===== config.mk =====
export PLATFORM = sky130hd
export DESIGN_NAME = mem_arbiter_flat
export DESIGN_NICKNAME = d
export VERILOG_FILES = /design/src/rtl/mem_arbiter_if.sv /design/src/rtl/mem_arbiter.sv /design/src/flat_wrapper.sv
export SDC_FILE = /design/constraint.sdc
export NUM_CORES = 1
export LEC_CHECK = 0
export ABC_AREA = 1
export BUFFER_PORTS_ARGS = -buffer_cell sky130_fd_sc_hd__clkbuf_2
export CAP_MARGIN = 20
export CORE_MARGIN = 10
export CORE_UTILIZATION = 51
export CTS_CLUSTER_DIAMETER = 30
export DETAILED_ROUTE_END_ITERATION = 6
export PLACE_DENSITY = 0.95
export SYNTH_ARGS = -nofsm -noshare
export SYNTH_HDL_FRONTEND = slang
export SYNTH_SLANG_ARGS = --single-unit

===== constraint.sdc =====
create_clock -name clk -period 6.1 [get_ports clk]
set_clock_uncertainty 0.1 [all_clocks]
set_input_delay 0.305 -clock clk [delete_from_list [all_inputs] [get_ports clk]]
set_output_delay 0.305 -clock clk [all_outputs]
set_load 0.01 [all_outputs]

===== src/rtl/mem_arbiter_if.sv =====
// mem_arbiter_if: fetch, data and memory buses of the unified-memory arbiter.
// slave is the arbiter's view; master is the view of the core and memory that surround it.
interface mem_arbiter_if #(parameter int WIDTH = 32);
    logic             if_req;
    logic [WIDTH-1:0] if_addr;
    logic [WIDTH-1:0] if_rdata;
    logic             if_ack;
    logic             d_req;
    logic             d_we;
    logic [WIDTH-1:0] d_addr;
    logic [WIDTH-1:0] d_wdata;
    logic [WIDTH-1:0] d_rdata;
    logic             d_ack;
    logic             stall;
    logic             mem_en;
    logic             mem_we;
    logic [WIDTH-1:0] mem_addr;
    logic [WIDTH-1:0] mem_wdata;
    logic [WIDTH-1:0] mem_rdata;
    modport slave (
        input  if_req, if_addr, d_req, d_we, d_addr, d_wdata, mem_rdata,
        output if_rdata, if_ack, d_rdata, d_ack, stall, mem_en, mem_we, mem_addr, mem_wdata
    );
    modport master (
        output if_req, if_addr, d_req, d_we, d_addr, d_wdata, mem_rdata,
        input  if_rdata, if_ack, d_rdata, d_ack, stall, mem_en, mem_we, mem_addr, mem_wdata
    );
endinterface


===== src/rtl/mem_arbiter.sv =====
// mem_arbiter: shares one fixed-latency memory between instruction fetch and data access.
// Define MEM_ARB_STARVE_GUARD_EN to let fetch win after STARVE_LIMIT consecutive data grants.
module mem_arbiter #(
    parameter int WIDTH        = 32,
    parameter int MEM_LATENCY  = 1,
    parameter int STARVE_LIMIT = 4
) (
    input logic           clk,
    input logic           reset,
    mem_arbiter_if.slave  bus
);
    typedef enum logic [1:0] {IDLE, ISSUE, WAIT, DONE} state_t;
    state_t state, state_nx;
    logic             owner_d;
    logic             owner_we;
    logic [3:0]       lat;
    logic             grant_d;
    logic             start;
    logic [WIDTH-1:0] addr_nx;
    if (MEM_LATENCY < 1 || MEM_LATENCY > 15 || STARVE_LIMIT < 1 || STARVE_LIMIT > 15) begin : g_bad_param
        $error("mem_arbiter: MEM_LATENCY and STARVE_LIMIT must be within 1..15");
    end
    assign start   = (state == IDLE) && (bus.if_req || bus.d_req);
    assign addr_nx = grant_d ? bus.d_addr : bus.if_addr;
`ifdef MEM_ARB_STARVE_GUARD_EN
    logic [3:0] starve_cnt;
    assign grant_d = bus.d_req && !(bus.if_req && starve_cnt == 4'(STARVE_LIMIT));
    // Only data grants that left a fetch waiting count toward starvation.
    always_ff @(posedge clk or posedge reset) begin
        if (reset)
            starve_cnt <= '0;
        else if (start)
            starve_cnt <= (grant_d && bus.if_req) ? starve_cnt + 4'd1 : '0;
    end
`else
    assign grant_d = bus.d_req;
`endif
    always_ff @(posedge clk or posedge reset) begin
        if (reset)
            state <= IDLE;
        else
            state <= state_nx;
    end
    always_comb begin
        state_nx = state;
        unique case (state)
            IDLE:  state_nx = start ? ISSUE : IDLE;
            ISSUE: state_nx = WAIT;
            WAIT:  state_nx = (lat == 4'd1) ? DONE : WAIT;
            DONE:  state_nx = IDLE;
        endcase
    end
    // mem_en/mem_we are registered at the grant edge so they are high for the ISSUE cycle only.
    always_ff @(posedge clk or posedge reset) begin
        if (reset) begin
            owner_d       <= 1'b0;
            owner_we      <= 1'b0;
            lat           <= '0;
            bus.mem_en    <= 1'b0;
            bus.mem_we    <= 1'b0;
            bus.mem_addr  <= '0;
            bus.mem_wdata <= '0;
            bus.if_rdata  <= '0;
            bus.d_rdata   <= '0;
        end else begin
            bus.mem_en <= start;
            bus.mem_we <= start && grant_d && bus.d_we;
            if (start) begin
                owner_d      <= grant_d;
                owner_we     <= grant_d && bus.d_we;
                bus.mem_addr <= addr_nx;
                if (grant_d)
                    bus.mem_wdata <= bus.d_wdata;
            end
            if (state == ISSUE)
                lat <= 4'(MEM_LATENCY);
            if (state == WAIT)
                lat <= lat - 4'd1;
            if (state == WAIT && lat == 4'd1 && !owner_we) begin
                if (owner_d)
                    bus.d_rdata <= bus.mem_rdata;
                else
                    bus.if_rdata <= bus.mem_rdata;
            end
        end
    end
    assign bus.if_ack = (state == DONE) && !owner_d;
    assign bus.d_ack  = (state == DONE) && owner_d;
    assign bus.stall  = (bus.if_req && !bus.if_ack) || (bus.d_req && !bus.d_ack);
endmodule


===== src/flat_wrapper.sv =====
// flat-port wrapper written by rule: the top's interface ports become plain ports
module mem_arbiter_flat 
#(
    parameter int WIDTH        = 32,
    parameter int MEM_LATENCY  = 1,
    parameter int STARVE_LIMIT = 4
)
  (clk, reset, bus_if_req, bus_if_addr, bus_d_req, bus_d_we, bus_d_addr, bus_d_wdata, bus_mem_rdata, bus_if_rdata, bus_if_ack, bus_d_rdata, bus_d_ack, bus_stall, bus_mem_en, bus_mem_we, bus_mem_addr, bus_mem_wdata);
  mem_arbiter_if #(.WIDTH(WIDTH)) bus_i ();
  input logic clk;
  input logic reset;
  input wire logic [$bits(bus_i.if_req)-1:0] bus_if_req;
  input wire logic [$bits(bus_i.if_addr)-1:0] bus_if_addr;
  input wire logic [$bits(bus_i.d_req)-1:0] bus_d_req;
  input wire logic [$bits(bus_i.d_we)-1:0] bus_d_we;
  input wire logic [$bits(bus_i.d_addr)-1:0] bus_d_addr;
  input wire logic [$bits(bus_i.d_wdata)-1:0] bus_d_wdata;
  input wire logic [$bits(bus_i.mem_rdata)-1:0] bus_mem_rdata;
  output wire logic [$bits(bus_i.if_rdata)-1:0] bus_if_rdata;
  output wire logic [$bits(bus_i.if_ack)-1:0] bus_if_ack;
  output wire logic [$bits(bus_i.d_rdata)-1:0] bus_d_rdata;
  output wire logic [$bits(bus_i.d_ack)-1:0] bus_d_ack;
  output wire logic [$bits(bus_i.stall)-1:0] bus_stall;
  output wire logic [$bits(bus_i.mem_en)-1:0] bus_mem_en;
  output wire logic [$bits(bus_i.mem_we)-1:0] bus_mem_we;
  output wire logic [$bits(bus_i.mem_addr)-1:0] bus_mem_addr;
  output wire logic [$bits(bus_i.mem_wdata)-1:0] bus_mem_wdata;
  assign bus_i.if_req = bus_if_req;
  assign bus_i.if_addr = bus_if_addr;
  assign bus_i.d_req = bus_d_req;
  assign bus_i.d_we = bus_d_we;
  assign bus_i.d_addr = bus_d_addr;
  assign bus_i.d_wdata = bus_d_wdata;
  assign bus_i.mem_rdata = bus_mem_rdata;
  assign bus_if_rdata = bus_i.if_rdata;
  assign bus_if_ack = bus_i.if_ack;
  assign bus_d_rdata = bus_i.d_rdata;
  assign bus_d_ack = bus_i.d_ack;
  assign bus_stall = bus_i.stall;
  assign bus_mem_en = bus_i.mem_en;
  assign bus_mem_we = bus_i.mem_we;
  assign bus_mem_addr = bus_i.mem_addr;
  assign bus_mem_wdata = bus_i.mem_wdata;
  mem_arbiter #(.WIDTH(WIDTH), .MEM_LATENCY(MEM_LATENCY), .STARVE_LIMIT(STARVE_LIMIT)) u_core (.clk(clk), .reset(reset), .bus(bus_i));
endmodule

==> impl_metrics.yaml, run 1 <==
cts:
  cts_tree: "yes"
  root_buffer: "clkbuf_16"
  cts_num_sinks: 138
  cts_max_level: 4
  postCtsSetupRepairBufs: 0
  cts_made_buffers: 17
  max-clock-path-buffers: 2
  clock_latency_ns: 0.40
  clk_pin_slew_worst_paths_ns: 0.06
global_routing:
  grt.total_usage: 0.231
  grt_pass1_wl_um: 30900
  antenna_found_initial: 0
  grt_pass1_vias: 6123
  grt-ovfl-total: 0
  grt_max_degree: 75
timing:
  setup_viol_count_final: 0
  hold_viol: 0
  slew_headroom: 0.288
  grt_setup_unrepaired: "false"
  final_max_slew_viol_count: 0
  clock.fmax_ghz: 0.463
  worst_pin_slew_ns: 1.07
  final.setup.tns_ns: 0
  layout_setup_ws_ns: 3.94
  timing.final.crit_share: 0.354
  min_period_ns: 2.16
critical_path:
  critPathKind: "primary input to output pin"
  crit_top_cell: "clkbuf_2"
  startpoint_type: "primary input"
  worstPathMaxFanout: 36
  max_stage_delay_ns: 0.55
  r2r_start: "u_core.state[0]$_DFF_PP0_"
  endpoint_kind: "output pin"
  r2r_end: "u_core.bus.mem_wdata[0]$_DFFE_PP0P_"
  critPathLaunch: "bus_d_req"
  rr_worst_depth: 7
  slowest_stage: "clkbuf_2"
  crit_chain: "clkbuf_2, inv_2, o21ai_0, clkbuf_2"
  cp_data_required_time_ns: 5.69
  rrSetupSlack_ns: 4.05
  critical_path_arrival_ns: 1.76
layout:
  antenna_cells: 0
  drive_above_1_share: 0.314
  utilization: 0.702
  final_cells: 1137
  nets: 1119
  areaGrowthSynthToFinish_pct: 34.2
drt:
  wl_met3_um: 2200
  maxUsedRoutingLayer: "met4"
  vias: 6079
  drt_wl_total_um: 19800
  ant_nets: 0
  wl_met1_um: 7390
  drtPass1Iterations: 6
  first_iter_violations: 571
  drc: 0
  avgViaCountPerCell: 5.35
  routedWlPerCell_um: 17.4
  dr_wl_met2_um: 9650
yosys:
  ys_seq_elements: 138
  yosysSeqAreaShare: 0.576
  syn-num-nets: 857
  syn_inst: 719
  syn_area_um2: 6000
  syn_area_per_cell_um2: 8.34
  yosys_warnings: 0
  yosysUniqueCellTypes: 20
die:
  initial_core_util: 0.523
  die_area_um2: 16500
  num_rows: 39
  die_h_um: 128
  io_pins: 266
  core-area_um2: 11500
  die_w_um: 128
power:
  peakVddDrop_mv: 0.334
  leakagePower_nw: 4.75
  powerDensity_nw_per_um2: 544
min_path:
  worstHoldEndpoint: "u_core.bus.mem_wdata[9]$_DFFE_PP0P_"
  hold_depth: 3
  hp-class: "primary input to flop"
  hold_path_startpoint: "bus_d_wdata[9]"
placement:
  numPortBuffers: 265
  place_congestion: 0.832
  dp_hpwl_um: 13600
  dp.cells: 1087
  pre_cts_ws_ns: 3.82
run:
  cap_violations: 0
status:
  status: "completed"
stage by stage:
step                      power, mW  hold WS [ns]  cell area, um2
final                          4.38        0.0141            8050
after global placement         3.26         0.306            7280
after CTS                      4.39       0.00169            8050
after detailed placement       3.33         0.310            7280
after global routing           4.68        0.0107            8050
after floorplan                2.61         0.322            6000
worst max-delay path, delay by kind of cell:
family	cells	cell delay (ns)
buffers and inverters	3	1.17
AOI/OAI and AO/OA	1	0.26
Yosys cell counts (all sizes together):
| cell type | instances | area, um2 |
|---|---|---|
| dfrtp | 138 | 3450 |
| nand3 | 1 | 5.00 |
| nand2 | 425 | 1600 |
| o31ai | 1 | 7.51 |
| nor2 | 11 | 65.1 |
| buf | 38 | 245 |
| clkbuf | 8 | 30.0 |
| o21ai | 8 | 43.8 |
| nand4 | 66 | 413 |
| a21oi | 2 | 10.0 |
| inv | 16 | 60.1 |
| ha | 5 | 62.6 |
cells in the final DEF (no fill, tap or decap), drive strengths merged:
master and instances:
bufinv 2, dlygate4sd3 18, clkbuf 282, clkinv 7, nand3 1, a21oi 2
clkinvlp 2, nor2 11, o21ai 8, nand4 66, nand2 425, o31ai 1
buf 6, dfrtp 138, inv 20, ha 5
state kept, by name (all words and copies together), names as in the netlist:
signal,count
u_core.bus.mem_wdata,32
u_core.owner_d,1
u_core.bus.mem_addr,32
u_core.bus.mem_en,1
u_core.bus.d_rdata,32
u_core.state,2
u_core.bus.if_rdata,32
u_core.lat,4
u_core.owner_we,1
u_core.bus.mem_we,1
power breakdown:
part | total (mW) | switching [mW] | internal (mW) | leakage (nW)
Clock | 1.03 | 0.416 | 0.610 | 0.286
Combinational | 1.72 | 1.13 | 0.597 | 2.76
Sequential | 1.63 | 0.268 | 1.36 | 1.70
cell type report:
| class | instances | area (um2) |
|---|---|---|
| flip-flops and latches | 138 | 3450 |
| fillers | 801 | 3420 |
| multi-input cells | 519 | 2210 |
| repair buffers | 289 | 1550 |
| clock buffers | 17 | 425 |
| well taps | 143 | 179 |
| clock inverters | 15 | 166 |
| inverters | 16 | 65.1 |
logic make-up after synthesis:
kind of cell             Yosys count  share of synthesized area
AO/OA/AOI/OAI                     11                     0.0102
adder cells (fa/ha/maj)            5                     0.0104
buffers and inverters             62                     0.0559
flip-flops                       138                      0.576
AND/OR/NAND/NOR                  503                      0.348
routing by layer:
metal,vias up,GRT usage
met5,-,0
met4,0,0.0954
met3,49,0.0772
met2,389,0.379
met1,2837,0.273
li1,2804,-
timing repair:
item,in CTS,in global routing
hold endpoints to repair,81,0
resized for setup,0,0
setup endpoints to repair,0,0
hold buffers,18,0
worst max path at each step:
stage / to / slack, ns / cells past startpoint
finish: bus_stall / 3.94 / 4
global route: bus_stall / 3.76 / 4
CTS: bus_stall / 3.97 / 4
detailed placement: u_core.bus.mem_wdata[17]$_DFFE_PP0P_ / 3.82 / 6
global placement: u_core.bus.mem_wdata[26]$_DFFE_PP0P_ / 3.89 / 6
floorplan: u_core.bus.d_rdata[0]$_DFFE_PP0P_ / 2.00 / 1
(Power assumes the default switching activity.)
==> run 2, diff against run 1 <==
Settings changed: ABC_AREA 1 to 0, CORE_UTILIZATION 51 to 47, PLACE_DENSITY 0.95 to 0.92.
Clock period 6.1 ns to 2.1 ns, I/O delays scaled along.
==> impl_metrics.yaml, run 2 <==
status:
  status: "completed"
timing:
  hold_viol: 0
  setup_viol_count_final: 0
  final.setup.tns_ns: 0
  min_period_ns: 2.00
  timing.final.crit_share: 0.953
  whs_ns: 0.0460
  final_max_slew_viol_count: 0
  grt_setup_unrepaired: "false"
  slew_headroom: 0.483
  worst_pin_slew_ns: 0.776
  clock.fmax_ghz: 0.500
yosys:
  netlist.area_leader.share: 0.609
  yosys.area.top_type: "dfrtp_1"
  yosysSeqAreaShare: 0.609
  ys_async_sr_fraction: 1.00
  syn_area_per_cell_um2: 14.5
  yosys_most_used_dff: "dfrtp_1"
  yosysMostFrequentCell: "dfrtp_1"
  synth_common_cells: "138 x dfrtp_1, 65 x mux2_2, 36 x nand2_1, 35 x o21ai_0, 32 x mux2i_1"
  synth.top_cells.by_area: "dfrtp_1 61%, mux2_2 13%, mux2_4 7.9%"
  syn_inst: 390
  yosysUniqueCellTypes: 30
  ys_seq_elements: 138
  yosys_warnings: 0
  syn-num-nets: 528
  syn_area_um2: 5670
  synth_edf_count: 0
power:
  switchingPower_mw: 4.66
  finalPower_mw: 13.2
  power_frac_comb: 0.415
  leakagePower_nw: 4.67
  pwr-share-seq: 0.372
  peakVddDrop_mv: 0.737
  powerDensity_nw_per_um2: 1450
  p_int_mw: 8.52
  netSwitchingFraction: 0.353
  p_clk_frac: 0.213
placement:
  place_area_um2: 7150
  numPortBuffers: 265
  place_congestion: 0.803
  dp_hpwl_um: 11900
critical_path:
  critical_path_arrival_ns: 2.18
  startpoint_type: "flop"
  endpoint_kind: "flop"
  r2r_start: "u_core.state[0]$_DFF_PP0_"
  worstPathMaxFanout: 16
  cp_data_required_time_ns: 2.28
  rrSetupSlack_ns: 0.1
  critPathKind: "flop to flop"
  r2r_end: "u_core.bus.d_rdata[10]$_DFFE_PP0P_"
  rr_worst_depth: 6
die:
  die_h_um: 130
  num_rows: 40
  die_w_um: 130
  die_area_um2: 16900
  initial_core_util: 0.476
  io_pins: 266
  core-area_um2: 11900
cts:
  cts_tree: "yes"
  cts_num_sinks: 138
  clock_latency_ns: 0.40
  max-clock-path-buffers: 2
  cts_made_buffers: 17
  root_buffer: "clkbuf_16"
  clk_pin_slew_worst_paths_ns: 0.06
  cts_max_level: 4
drt:
  drtPass1Iterations: 5
  wl_met1_um: 7080
  vias: 4843
  avgViaCountPerCell: 5.07
  ant_nets: 0
  first_iter_violations: 243
  routedWlPerCell_um: 20.7
  drc: 0
  maxUsedRoutingLayer: "met4"
  wl_met3_um: 1730
  drt_wl_total_um: 19800
  dr_wl_met2_um: 10500
global_routing:
  antenna_found_initial: 1
  grt.total_usage: 0.236
  grt_pass1_wl_um: 30900
  grt_pass1_vias: 5600
  grt-ovfl-total: 0
  grt_max_degree: 139
min_path:
  hp-class: "primary input to flop"
  hold_depth: 4
  hold_path_startpoint: "bus_d_req"
  worstHoldEndpoint: "u_core.owner_d$_DFFE_PP0P_"
layout:
  final_cell_mix: "265 x clkbuf_2, 138 x dfrtp_1, 133 x dlygate4sd3_1"
  utilization: 0.763
  final_area_um2: 9090
  areaGrowthSynthToFinish_pct: 60.2
  final_common_cell: "clkbuf_2"
  nets: 931
  drive_above_1_share: 0.499
run:
  cap_violations: 0
==> run 2: kinds of logic (layout without fill, tap and decap cells) <==
family / Yosys count / after routing / share of synthesized area
other cells: 0 / 3 / 0
fa+ha+maj: 5 / 5 / 0.0110
buf+inv: 30 / 446 / 0.0353
simple gates: 48 / 48 / 0.0382
mux: 129 / 129 / 0.269
compound gates: 40 / 40 / 0.0377
flops: 138 / 138 / 0.609
==> run 2: what timing repair did <==
item	CTS	global route
hold buffers	133	0
gates resized for setup	0	1
setup endpoints to repair	0	32
buffers inserted	0	0
hold endpoints to repair	270	0
==> run 2: metal layers <==
layer,global-route usage,up-vias
met5,0,-
met4,0.101,0
met2,0.416,268
met3,0.0909,40
li1,-,2166
met1,0.248,2369
==> run 2: cell type report <==
type | count | area (um2)
well taps | 147 | 184
multi-input cells | 222 | 2030
fillers | 667 | 2830
diodes | 3 | 7.51
repair buffers | 406 | 2810
clock inverters | 11 | 95.1
clock buffers | 21 | 470
flip-flops and latches | 138 | 3450
inverters | 8 | 33.8
==> run 2: how the worst max path moves through the flow <==
stage                               from                                 end  cells after the start
2_1_floorplan  u_core.state[0]$_DFF_PP0_   u_core.bus.d_rdata[0]$_DFFE_PP0P_                      7
3_3_place_gp   u_core.state[0]$_DFF_PP0_   u_core.bus.d_rdata[3]$_DFFE_PP0P_                      6
3_5_place_dp   u_core.state[0]$_DFF_PP0_   u_core.bus.d_rdata[5]$_DFFE_PP0P_                      6
4_1_cts        u_core.state[0]$_DFF_PP0_   u_core.bus.d_rdata[5]$_DFFE_PP0P_                      6
5_1_grt        u_core.state[0]$_DFF_PP0_  u_core.bus.d_rdata[25]$_DFFE_PP0P_                      6
6_report       u_core.state[0]$_DFF_PP0_  u_core.bus.d_rdata[10]$_DFFE_PP0P_                      6
==> run 2: metrics by stage <==
| stage | setup WS, ns | std cells |
|---|---|---|
| finish | 0.0990 | 956 |
| CTS | 0.0229 | 952 |
| detailed placement | 0.0286 | 787 |
| global placement | 0.109 | 787 |
| floorplan | 0.156 | 390 |
| global route | 0.0186 | 954 |
==> run 2: critical path: stages (launching register included) <==
cell       delay, ns
dfrtp_1         0.37
inv_1           0.08
ha_1            0.17
nand4bb_1       0.16
or3b_4          0.46
clkbuf_16       0.22
mux2_4          0.31
==> run 2: power groups by stage <==
stage / clock, mW / sequential (mW) / combinational, mW
3_3_place_gp: 0 / 4.71 / 4.87
5_1_grt: 3.00 / 5.03 / 5.92
6_report: 2.81 / 4.90 / 5.47
2_1_floorplan: 0 / 5.30 / 2.44
4_1_cts: 2.86 / 4.81 / 5.34
3_5_place_dp: 0 / 4.83 / 5.12
